--- config.mk ---
export PLATFORM = sky130hd
export DESIGN_NAME = alu_logic_pipe
export DESIGN_NICKNAME = d
export VERILOG_FILES = /design/src/rtl/alu_logic_pkg.sv /design/src/rtl/alu_logic_stage.sv /design/src/rtl/alu_logic_pipe.sv
export SDC_FILE = /design/constraint.sdc
export NUM_CORES = 1
export LEC_CHECK = 0
export ABC_CLOCK_PERIOD_IN_PS = 2080
export CAP_MARGIN = 10
export CORE_MARGIN = 5
export CORE_UTILIZATION = 40
export CTS_BUF_LIST = sky130_fd_sc_hd__clkbuf_4 sky130_fd_sc_hd__clkbuf_8 sky130_fd_sc_hd__clkbuf_16
export DETAILED_ROUTE_END_ITERATION = 6
export GPL_ROUTABILITY_DRIVEN = 0
export PLACE_DENSITY = 0.85
export SYNTH_ARGS = -nofsm -noshare
export SYNTH_HDL_FRONTEND = slang
export SYNTH_HIERARCHICAL = 1
export SYNTH_SLANG_ARGS = --single-unit
--- constraint.sdc ---
create_clock -name AluClock -period 2.08 [get_ports AluClock]
set_input_delay 0.312 -clock AluClock [delete_from_list [all_inputs] [get_ports AluClock]]
set_output_delay 0.312 -clock AluClock [all_outputs]
set_load 0.02 [all_outputs]
--- src/rtl/alu_logic_pkg.sv ---
// Shared function codes for the configurable bitwise logic unit.
// Bit n of a function code is the result bit for {RHS[i], LHS[i]} == n.
package alu_logic_pkg;

  localparam logic [3:0] FN_ZERO     = 4'b0000;
  localparam logic [3:0] FN_AND      = 4'b1000;
  localparam logic [3:0] FN_OR       = 4'b1110;
  localparam logic [3:0] FN_XOR      = 4'b0110;
  localparam logic [3:0] FN_PASS_RHS = 4'b1100;
  localparam logic [3:0] FN_NOT_RHS  = 4'b0011;
  localparam logic [3:0] FN_PASS_LHS = 4'b1010;
  localparam logic [3:0] FN_ONES     = 4'b1111;
  localparam logic [3:0] FN_RESET    = FN_PASS_RHS;

endpackage

--- src/rtl/alu_logic_stage.sv ---
// One pipeline register of the logic unit: valid bit, result data and three result flags.
// Data and flags load only under an incoming valid, so bubbles leave the last result visible.
module alu_logic_stage #(
  parameter int unsigned WIDTH = 8
) (
  input  logic             clk_i,
  input  logic             rst_i,
  input  logic             stall_i,
  input  logic             valid_i,
  input  logic [WIDTH-1:0] data_i,
  input  logic             zero_i,
  input  logic             all_ones_i,
  input  logic             parity_i,
  output logic             valid_o,
  output logic [WIDTH-1:0] data_o,
  output logic             zero_o,
  output logic             all_ones_o,
  output logic             parity_o
);

  logic             valid_d, valid_q;
  logic [WIDTH-1:0] data_d, data_q;
  logic             zero_d, zero_q;
  logic             all_ones_d, all_ones_q;
  logic             parity_d, parity_q;

  always_comb begin
    valid_d    = valid_q;
    data_d     = data_q;
    zero_d     = zero_q;
    all_ones_d = all_ones_q;
    parity_d   = parity_q;
    if (!stall_i) begin
      valid_d = valid_i;
      if (valid_i) begin
        data_d     = data_i;
        zero_d     = zero_i;
        all_ones_d = all_ones_i;
        parity_d   = parity_i;
      end
    end
  end

  // Reset values describe an all-zero result, hence zero flag set.
  always_ff @(posedge clk_i) begin
    if (rst_i) begin
      valid_q    <= 1'b0;
      data_q     <= '0;
      zero_q     <= 1'b1;
      all_ones_q <= 1'b0;
      parity_q   <= 1'b0;
    end else begin
      valid_q    <= valid_d;
      data_q     <= data_d;
      zero_q     <= zero_d;
      all_ones_q <= all_ones_d;
      parity_q   <= parity_d;
    end
  end

  assign valid_o    = valid_q;
  assign data_o     = data_q;
  assign zero_o     = zero_q;
  assign all_ones_o = all_ones_q;
  assign parity_o   = parity_q;

endmodule

--- src/rtl/alu_logic_pipe.sv ---
// Configurable bitwise logic unit: per-bit truth-table lookup from a latched function register,
// followed by a stallable valid pipeline of LATENCY stages carrying result and flags.
module alu_logic_pipe
  import alu_logic_pkg::*;
#(
  parameter int unsigned WIDTH   = 8,
  parameter int unsigned LATENCY = 1
) (
  input  logic             AluClock,
  input  logic             Reset,
  input  logic             FuncWe,
  input  logic [3:0]       FuncIn,
  input  logic             InValid,
  input  logic             Stall,
  input  logic [WIDTH-1:0] LHS,
  input  logic [WIDTH-1:0] RHS,
  output logic [WIDTH-1:0] Logic,
  output logic             OutValid,
  output logic             Zero,
  output logic             AllOnes,
  output logic             Parity,
  output logic [3:0]       FuncCur
);

  logic [3:0] func_d, func_q;

  always_comb begin
    func_d = func_q;
    if (FuncWe) func_d = FuncIn;
  end

  always_ff @(posedge AluClock) begin
    if (Reset) func_q <= FN_RESET;
    else       func_q <= func_d;
  end

  // Ops sampled on a FuncWe edge still see func_q, i.e. the previous function.
  logic [WIDTH-1:0] result;

  always_comb begin
    result = '0;
    for (int unsigned i = 0; i < WIDTH; i++) begin
      result[i] = func_q[{RHS[i], LHS[i]}];
    end
  end

  // Index 0 is the combinational input side; index LATENCY drives the outputs.
  logic             valid_s    [LATENCY+1];
  logic [WIDTH-1:0] data_s     [LATENCY+1];
  logic             zero_s     [LATENCY+1];
  logic             all_ones_s [LATENCY+1];
  logic             parity_s   [LATENCY+1];

  assign valid_s[0]    = InValid;
  assign data_s[0]     = result;
  assign zero_s[0]     = ~|result;
  assign all_ones_s[0] = &result;
  assign parity_s[0]   = ^result;

  for (genvar k = 0; k < LATENCY; k++) begin : g_stage
    alu_logic_stage #(
      .WIDTH(WIDTH)
    ) u_stage (
      .clk_i     (AluClock),
      .rst_i     (Reset),
      .stall_i   (Stall),
      .valid_i   (valid_s[k]),
      .data_i    (data_s[k]),
      .zero_i    (zero_s[k]),
      .all_ones_i(all_ones_s[k]),
      .parity_i  (parity_s[k]),
      .valid_o   (valid_s[k+1]),
      .data_o    (data_s[k+1]),
      .zero_o    (zero_s[k+1]),
      .all_ones_o(all_ones_s[k+1]),
      .parity_o  (parity_s[k+1])
    );
  end

  assign Logic    = data_s[LATENCY];
  assign OutValid = valid_s[LATENCY];
  assign Zero     = zero_s[LATENCY];
  assign AllOnes  = all_ones_s[LATENCY];
  assign Parity   = parity_s[LATENCY];
  assign FuncCur  = func_q;

endmodule

==> results.yml, run 1 <==
status:
  outcome: "completed"
finish:
  diodes: 0
  syn_to_final_growth_pct: 50.0
  fill_cells: 217
  instances_no_fill: 173
  fin_area_um2: 1550
  drive_gt1_frac: 0.217
  nNetsFinal: 177
  post-route-util: 0.624
timing:
  post-route-period-util: 0.936
  relSlewSlack: 0.549
  setup_viol: 0
  fmax_mhz: 513
  rsz0062_at_grt: "no"
  hold_viol_final: 0
  worst_slew_pin_slew_ns: 0.674
  fin_crit_ns: 1.95
  slew_violations: 0
  finalWorstSetupSlack_ns: 0.132
  clock_skew_ns: 0.00648
place:
  dp_cells: 169
  post_dp_cell_area_um2: 1510
  port_buffers: 40
  dp_hpwl_mm: 1.84
  place_ws_ns: -0.162
die:
  rows: 18
  die-height_um: 60.8
  io_pins: 41
  fp.dieArea_um2: 3690
  die_w_um: 60.8
  core_area_um2: 2480
  initial_core_util: 0.416
logic_synthesis:
  synth_seq_cells: 16
  netlist_instances: 94
  ys_seq_area_frac: 0.311
  syn_area_um2: 1030
  synthAdderAreaFrac: 0.0971
  yosys.cell_types.count: 18
  muxShareOfSynthArea: 0.214
  synth_xor_xnor_area_share: 0.0255
  yosysWarnings: 6
  synth.avg_cell_area_um2: 11.0
  synth_nets: 127
  synth_top_family_by_area: "simple AND/OR/NAND/NOR gates"
  yosys.area_share.simple: 0.226
  synth_compound_area_frac: 0.0655
global_route:
  track_usage: 0.141
  grt_pass1_vias: 954
  grt_pass1_wl_mm: 3.95
  antenna_found_initial: 0
  grt_max_degree: 27
  gr-total-overflow: 0
pwr:
  intPower_mw: 0.611
  pwr-share-comb: 0.351
  swShare: 0.279
  ir_worst_vdd_v: 0.000312
  clockPowerShare: 0.240
  p_switching_mw: 0.237
  power_density_nw_per_um2: 549
  power_mw: 0.848
  power_frac_seq: 0.409
  p_leak_nw: 0.610
setup_path:
  path_cells: "clkdlybuf4s50_1 > mux4_2 > inv_2 > ha_1 > xnor2_1 > xnor2_1 > nand4bb_1 > o21ai_1"
  crit_top_cell: "xnor2_1"
  cp.buffers_inverters: 2
  reg2reg_from: "FuncCur[3]$_SDFFE_PP1P_"
  arrival_ns: 2.17
  worstSetupPathType: "input port to register"
  slowest_delay_ns: 0.53
  critPathTopFamily: "buffers and inverters"
  required_ns: 2.31
  slowest_stage: "mux4_2"
  crit_start: "LHS[3]"
  cp-start-kind: "input port"
  cp-end-kind: "register"
  path_max_fanout: 2
min_path:
  worstHoldStart: "g_stage[0].u_stage/data_o[4]$_SDFFE_PP0P_"
  worstHoldPathType: "register to register"
route:
  top_layer: "met4"
  dr_wl_met2_mm: 1.08
  first_pass_iters: 3
  drc: 0
  ant_nets: 0
  wirelength_mm: 2.28
  wl_met1_mm: 1.02
  vias_per_cell: 5.17
  wl_per_cell_um: 13.2
  num_vias: 895
  wl_met3_um: 168
  initialDrtViolationCount: 22
flow_run:
  maxCapViolCount: 0
clocking:
  cts_setup_buffers: 0
  htreeDepth: 1
  holdBufCountCts: 0
  clockBufferDepth: 2
  root_buffer: "clkbuf_4"
  cts_tree: "done"
  cts_buffers: 3
  clock_latency_ns: 0.28
  cts_sinks: 16
  clk_pin_slew_ns: 0.10
  cts-resized-gates: 0
-- registers in the layout (all words and copies together) (netlist names) --
register                    count
g_stage.u_stage/data_o          8
FuncCur                         4
g_stage.u_stage/all_ones_o      1
g_stage.u_stage/parity_o        1
g_stage.u_stage/valid_o         1
g_stage.u_stage/zero_o          1
-- worst reg2reg max path, stage by stage, from the launching register on --
cell and delay (ns):
dfxtp_1 0.41, mux4_2 0.54, inv_2 0.07, ha_1 0.23, xnor2_1 0.21, xnor2_1 0.14
nand4bb_1 0.11, o21ai_1 0.08
-- cell families (layout without fill, tap and decap cells) --
family                     after synthesis  in the layout
DFF                                     16             16
adders and majority gates                8              8
xor gates and xnor gates                 3              3
and+or+nand+nor                         30             30
muxes                                   12             12
AOI/OAI and AO/OA                       12             12
buffers and inverters                   13             62
-- per-stage QoR --
step                hold WS (ns)  setup TNS [ns]
floorplan                  0.384               0
global placement           0.453          -0.153
detailed placement         0.460          -0.217
CTS                        0.476               0
global route               0.505               0
finish                     0.474               0
-- routing by layer --
layer | GRT usage | vias to the layer above
met5 | 0 | -
met4 | 0.0557 | 0
met3 | 0.0319 | 2
met2 | 0.244 | 27
met1 | 0.168 | 429
li1 | - | 437
-- layout make-up --
class                   instances  area (µm²)  share of cell area
repair buffers                 50         475               0.307
clock buffers                   4        36.3              0.0235
inverters                       8        30.0              0.0194
well taps                      30        37.5              0.0243
flip-flops and latches         16         320               0.207
multi-input cells              65         647               0.418
-- Yosys cell counts --
cell / n / share of area
dfxtp_1: 16 / 0.31
buf_6: 1 / 0.011
and4_1: 2 / 0.017
o21ai_1: 10 / 0.049
xor2_1: 1 / 0.0085
xnor2_1: 2 / 0.017
ha_1: 8 / 0.097
nor2b_2: 1 / 0.0085
nand4bb_1: 10 / 0.11
inv_2: 8 / 0.029
nor2b_1: 2 / 0.012
nor2_1: 5 / 0.018
a211o_1: 2 / 0.017
buf_2: 3 / 0.015
buf_4: 1 / 0.0073
mux4_2: 8 / 0.17
mux2i_1: 4 / 0.039
nand2b_1: 10 / 0.061
-- power by group through the flow --
stage	combinational [mW]	sequential (mW)	clock [mW]
2_1_floorplan	0.140	0.375	0
3_3_place_gp	0.295	0.353	0
3_5_place_dp	0.300	0.353	0
4_1_cts	0.302	0.346	0.211
5_1_grt	0.326	0.351	0.228
6_report	0.298	0.347	0.204
-- path summary, 6_finish.rpt --
kind | to | slack (ns) | depth (start not counted)
hold reg to reg | g_stage[0].u_stage/data_o[4]$_SDFFE_PP0P_ | 0.47 | 2
setup reg to reg | g_stage[0].u_stage/parity_o$_SDFFE_PP0P_ | 0.23 | 7
setup / recovery | g_stage[0].u_stage/parity_o$_SDFFE_PP0P_ | 0.13 | 8
hold / removal | g_stage[0].u_stage/data_o[4]$_SDFFE_PP0P_ | 0.47 | 2
-- placed cells by master (no fill, tap or decap), drive strengths merged --
master          n
xnor2           2
ha              8
a211o           2
nand4bb        10
inv             8
buf            10
dfxtp          16
xor2            1
mux4            8
clkdlybuf4s50  40
clkbuf          4
nand2b         10
mux2i           4
and4            2
o21ai          10
nor2b           3
nor2            5
Power figures use the tool's default switching activity.
==> run 2: changes to the inputs <==
Settings changed: CTS_BUF_LIST sky130_fd_sc_hd__clkbuf_4 sky130_fd_sc_hd__clkbuf_8 sky130_fd_sc_hd__clkbuf_16 to sky130_fd_sc_hd__clkbuf_8.
==> results.yml, run 2 (synthesis results as in run 1) <==
route:
  wirelength_mm: 2.43
  drc: 0
  initialDrtViolationCount: 17
  num_vias: 922
  first_pass_iters: 4
  ant_nets: 0
  vias_per_cell: 5.33
  wl_per_cell_um: 14.1
die:
  io_pins: 41
  fp.dieArea_um2: 3690
  die_w_um: 60.8
  core_area_um2: 2480
  initial_core_util: 0.416
  die-height_um: 60.8
  rows: 18
place:
  port_buffers: 40
  place_ws_ns: -0.162
  dp_cells: 169
  dp_hpwl_mm: 1.84
global_route:
  grt_max_degree: 27
  grt_pass1_vias: 967
  antenna_found_initial: 0
  gr-total-overflow: 0
  use_met3: 0.0447
  top_usage_layer: "met2"
  globalRouteMet2Util: 0.260
  grt_pass1_wl_mm: 4.20
  track_usage: 0.153
  grt_util_met1: 0.179
min_path:
  holdPathStages: 2
  worstHoldStart: "g_stage[0].u_stage/data_o[4]$_SDFFE_PP0P_"
  worstHoldPathType: "register to register"
  min_to: "g_stage[0].u_stage/data_o[4]$_SDFFE_PP0P_"
timing:
  hold_viol_final: 0
  relSlewSlack: 0.529
  worst_slew_pin_slew_ns: 0.705
  fin_crit_ns: 2.00
  whs_ns: 0.469
  clock_skew_ns: 0.00460
  rsz0062_at_grt: "no"
  setup_viol: 0
  post-route-period-util: 0.962
  fmax_mhz: 500
  finalWorstSetupSlack_ns: 0.0783
  slew_violations: 0
clocking:
  clk_pin_slew_ns: 0.06
  cts_setup_buffers: 0
  cts_tree: "done"
  holdBufCountCts: 0
  root_buffer: "clkbuf_8"
  cts_buffers: 3
  clockBufferDepth: 2
  cts_sinks: 16
  clock_latency_ns: 0.25
  htreeDepth: 1
finish:
  fill_cells: 209
  final_common_cell: "clkdlybuf4s50_1"
  diodes: 0
  nNetsFinal: 177
  drive_gt1_frac: 0.217
  syn_to_final_growth_pct: 52.1
  final_cell_mix: "39 x clkdlybuf4s50_1, 16 x dfxtp_1"
  largest_reg_flops: 8
  instances_no_fill: 173
setup_path:
  r2r-end: "g_stage[0].u_stage/parity_o$_SDFFE_PP0P_"
  path_max_fanout: 2
  arrival_ns: 2.20
  rr_worst_depth: 7
  worstSetupPathType: "input port to register"
  required_ns: 2.27
  cp-start-kind: "input port"
  cp-end-kind: "register"
  regToRegSetupSlack_ns: 0.21
  reg2reg_from: "FuncCur[3]$_SDFFE_PP1P_"
pwr:
  power_frac_seq: 0.373
  power_density_nw_per_um2: 593
  swShare: 0.275
  ir_worst_vdd_v: 0.000351
  pwr-share-comb: 0.328
  intPower_mw: 0.675
  p_leak_nw: 0.627
  clockPowerShare: 0.299
  power_mw: 0.930
  p_switching_mw: 0.256
status:
  outcome: "completed"
flow_run:
  maxCapViolCount: 0
-- run 2: cell types whose count changed in the layout (fill, tap and decap cells not counted), sizes merged --
cell | previous run | this run
clkdlybuf4s50 | 40 | 39
dlymetal6s2s | 0 | 1
-- run 2: power by group through the flow --
stage,registers (mW),logic [mW],clock network (mW)
finish,0.347,0.305,0.278
global placement,0.353,0.295,0
CTS,0.347,0.307,0.288
global route,0.351,0.332,0.308
detailed placement,0.353,0.300,0
floorplan,0.375,0.140,0
-- run 2: how the worst max path moves through the flow --
| stage | start | end | slack (ns) | cells past startpoint |
|---|---|---|---|---|
| 2_1_floorplan | FuncCur[3]$_SDFFE_PP1P_ | g_stage[0].u_stage/parity_o$_SDFFE_PP0P_ | 0.32 | 7 |
| 3_3_place_gp | LHS[2] | g_stage[0].u_stage/parity_o$_SDFFE_PP0P_ | -0.11 | 8 |
| 3_5_place_dp | LHS[2] | g_stage[0].u_stage/parity_o$_SDFFE_PP0P_ | -0.16 | 8 |
| 4_1_cts | LHS[2] | g_stage[0].u_stage/parity_o$_SDFFE_PP0P_ | 0.1 | 8 |
| 5_1_grt | LHS[7] | g_stage[0].u_stage/parity_o$_SDFFE_PP0P_ | 0.02 | 8 |
| 6_report | LHS[5] | g_stage[0].u_stage/parity_o$_SDFFE_PP0P_ | 0.08 | 8 |
-- run 2: routing by layer --
| metal | wire [µm] | vias up |
|---|---|---|
| met1 | 1050 | 435 |
| met2 | 1160 | 42 |
| met4 | 32 | 0 |
| met3 | 189 | 6 |
| li1 | - | 439 |
| met5 | 0 | - |
-- run 2: timing repair --
item | 4_1_cts | 5_1_grt
endpoints found under the hold margin | 0 | 0
endpoints found under the setup margin | 0 | 1
resized for setup | 0 | 1
-- run 2: final cells by class --
class	count	area (µm²)	share of cell area
clock buffers	4	55.1	0.0351
multi-input cells	65	647	0.413
repair buffers	50	478	0.305
well taps	30	37.5	0.0239
inverters	8	30.0	0.0192
flip-flops and latches	16	320	0.204
-- run 2: stage by stage --
| step | cell area [µm²] | utilization | setup TNS, ns |
|---|---|---|---|
| after floorplan | 1030 | - | 0 |
| after global placement | 1510 | 0.610 | -0.153 |
| after detailed placement | 1510 | 0.610 | -0.217 |
| after CTS | 1570 | 0.632 | 0 |
| after global routing | 1570 | 0.633 | 0 |
| final | 1570 | 0.633 | 0 |
-- run 2: worst max-delay path: stages --
cell             delay, ns
clkdlybuf4s50_1       0.48
mux4_2                0.54
inv_2                 0.06
ha_1                  0.24
xor2_1                0.21
xnor2_1               0.15
nand4bb_1             0.12
o21ai_1               0.08
==> run 3: changes to the inputs <==
Settings changed: HOLD_SLACK_MARGIN set to 0.15.
==> results of run 3 <==
The final DEF is identical to that of run 2; final timing and power are the same.
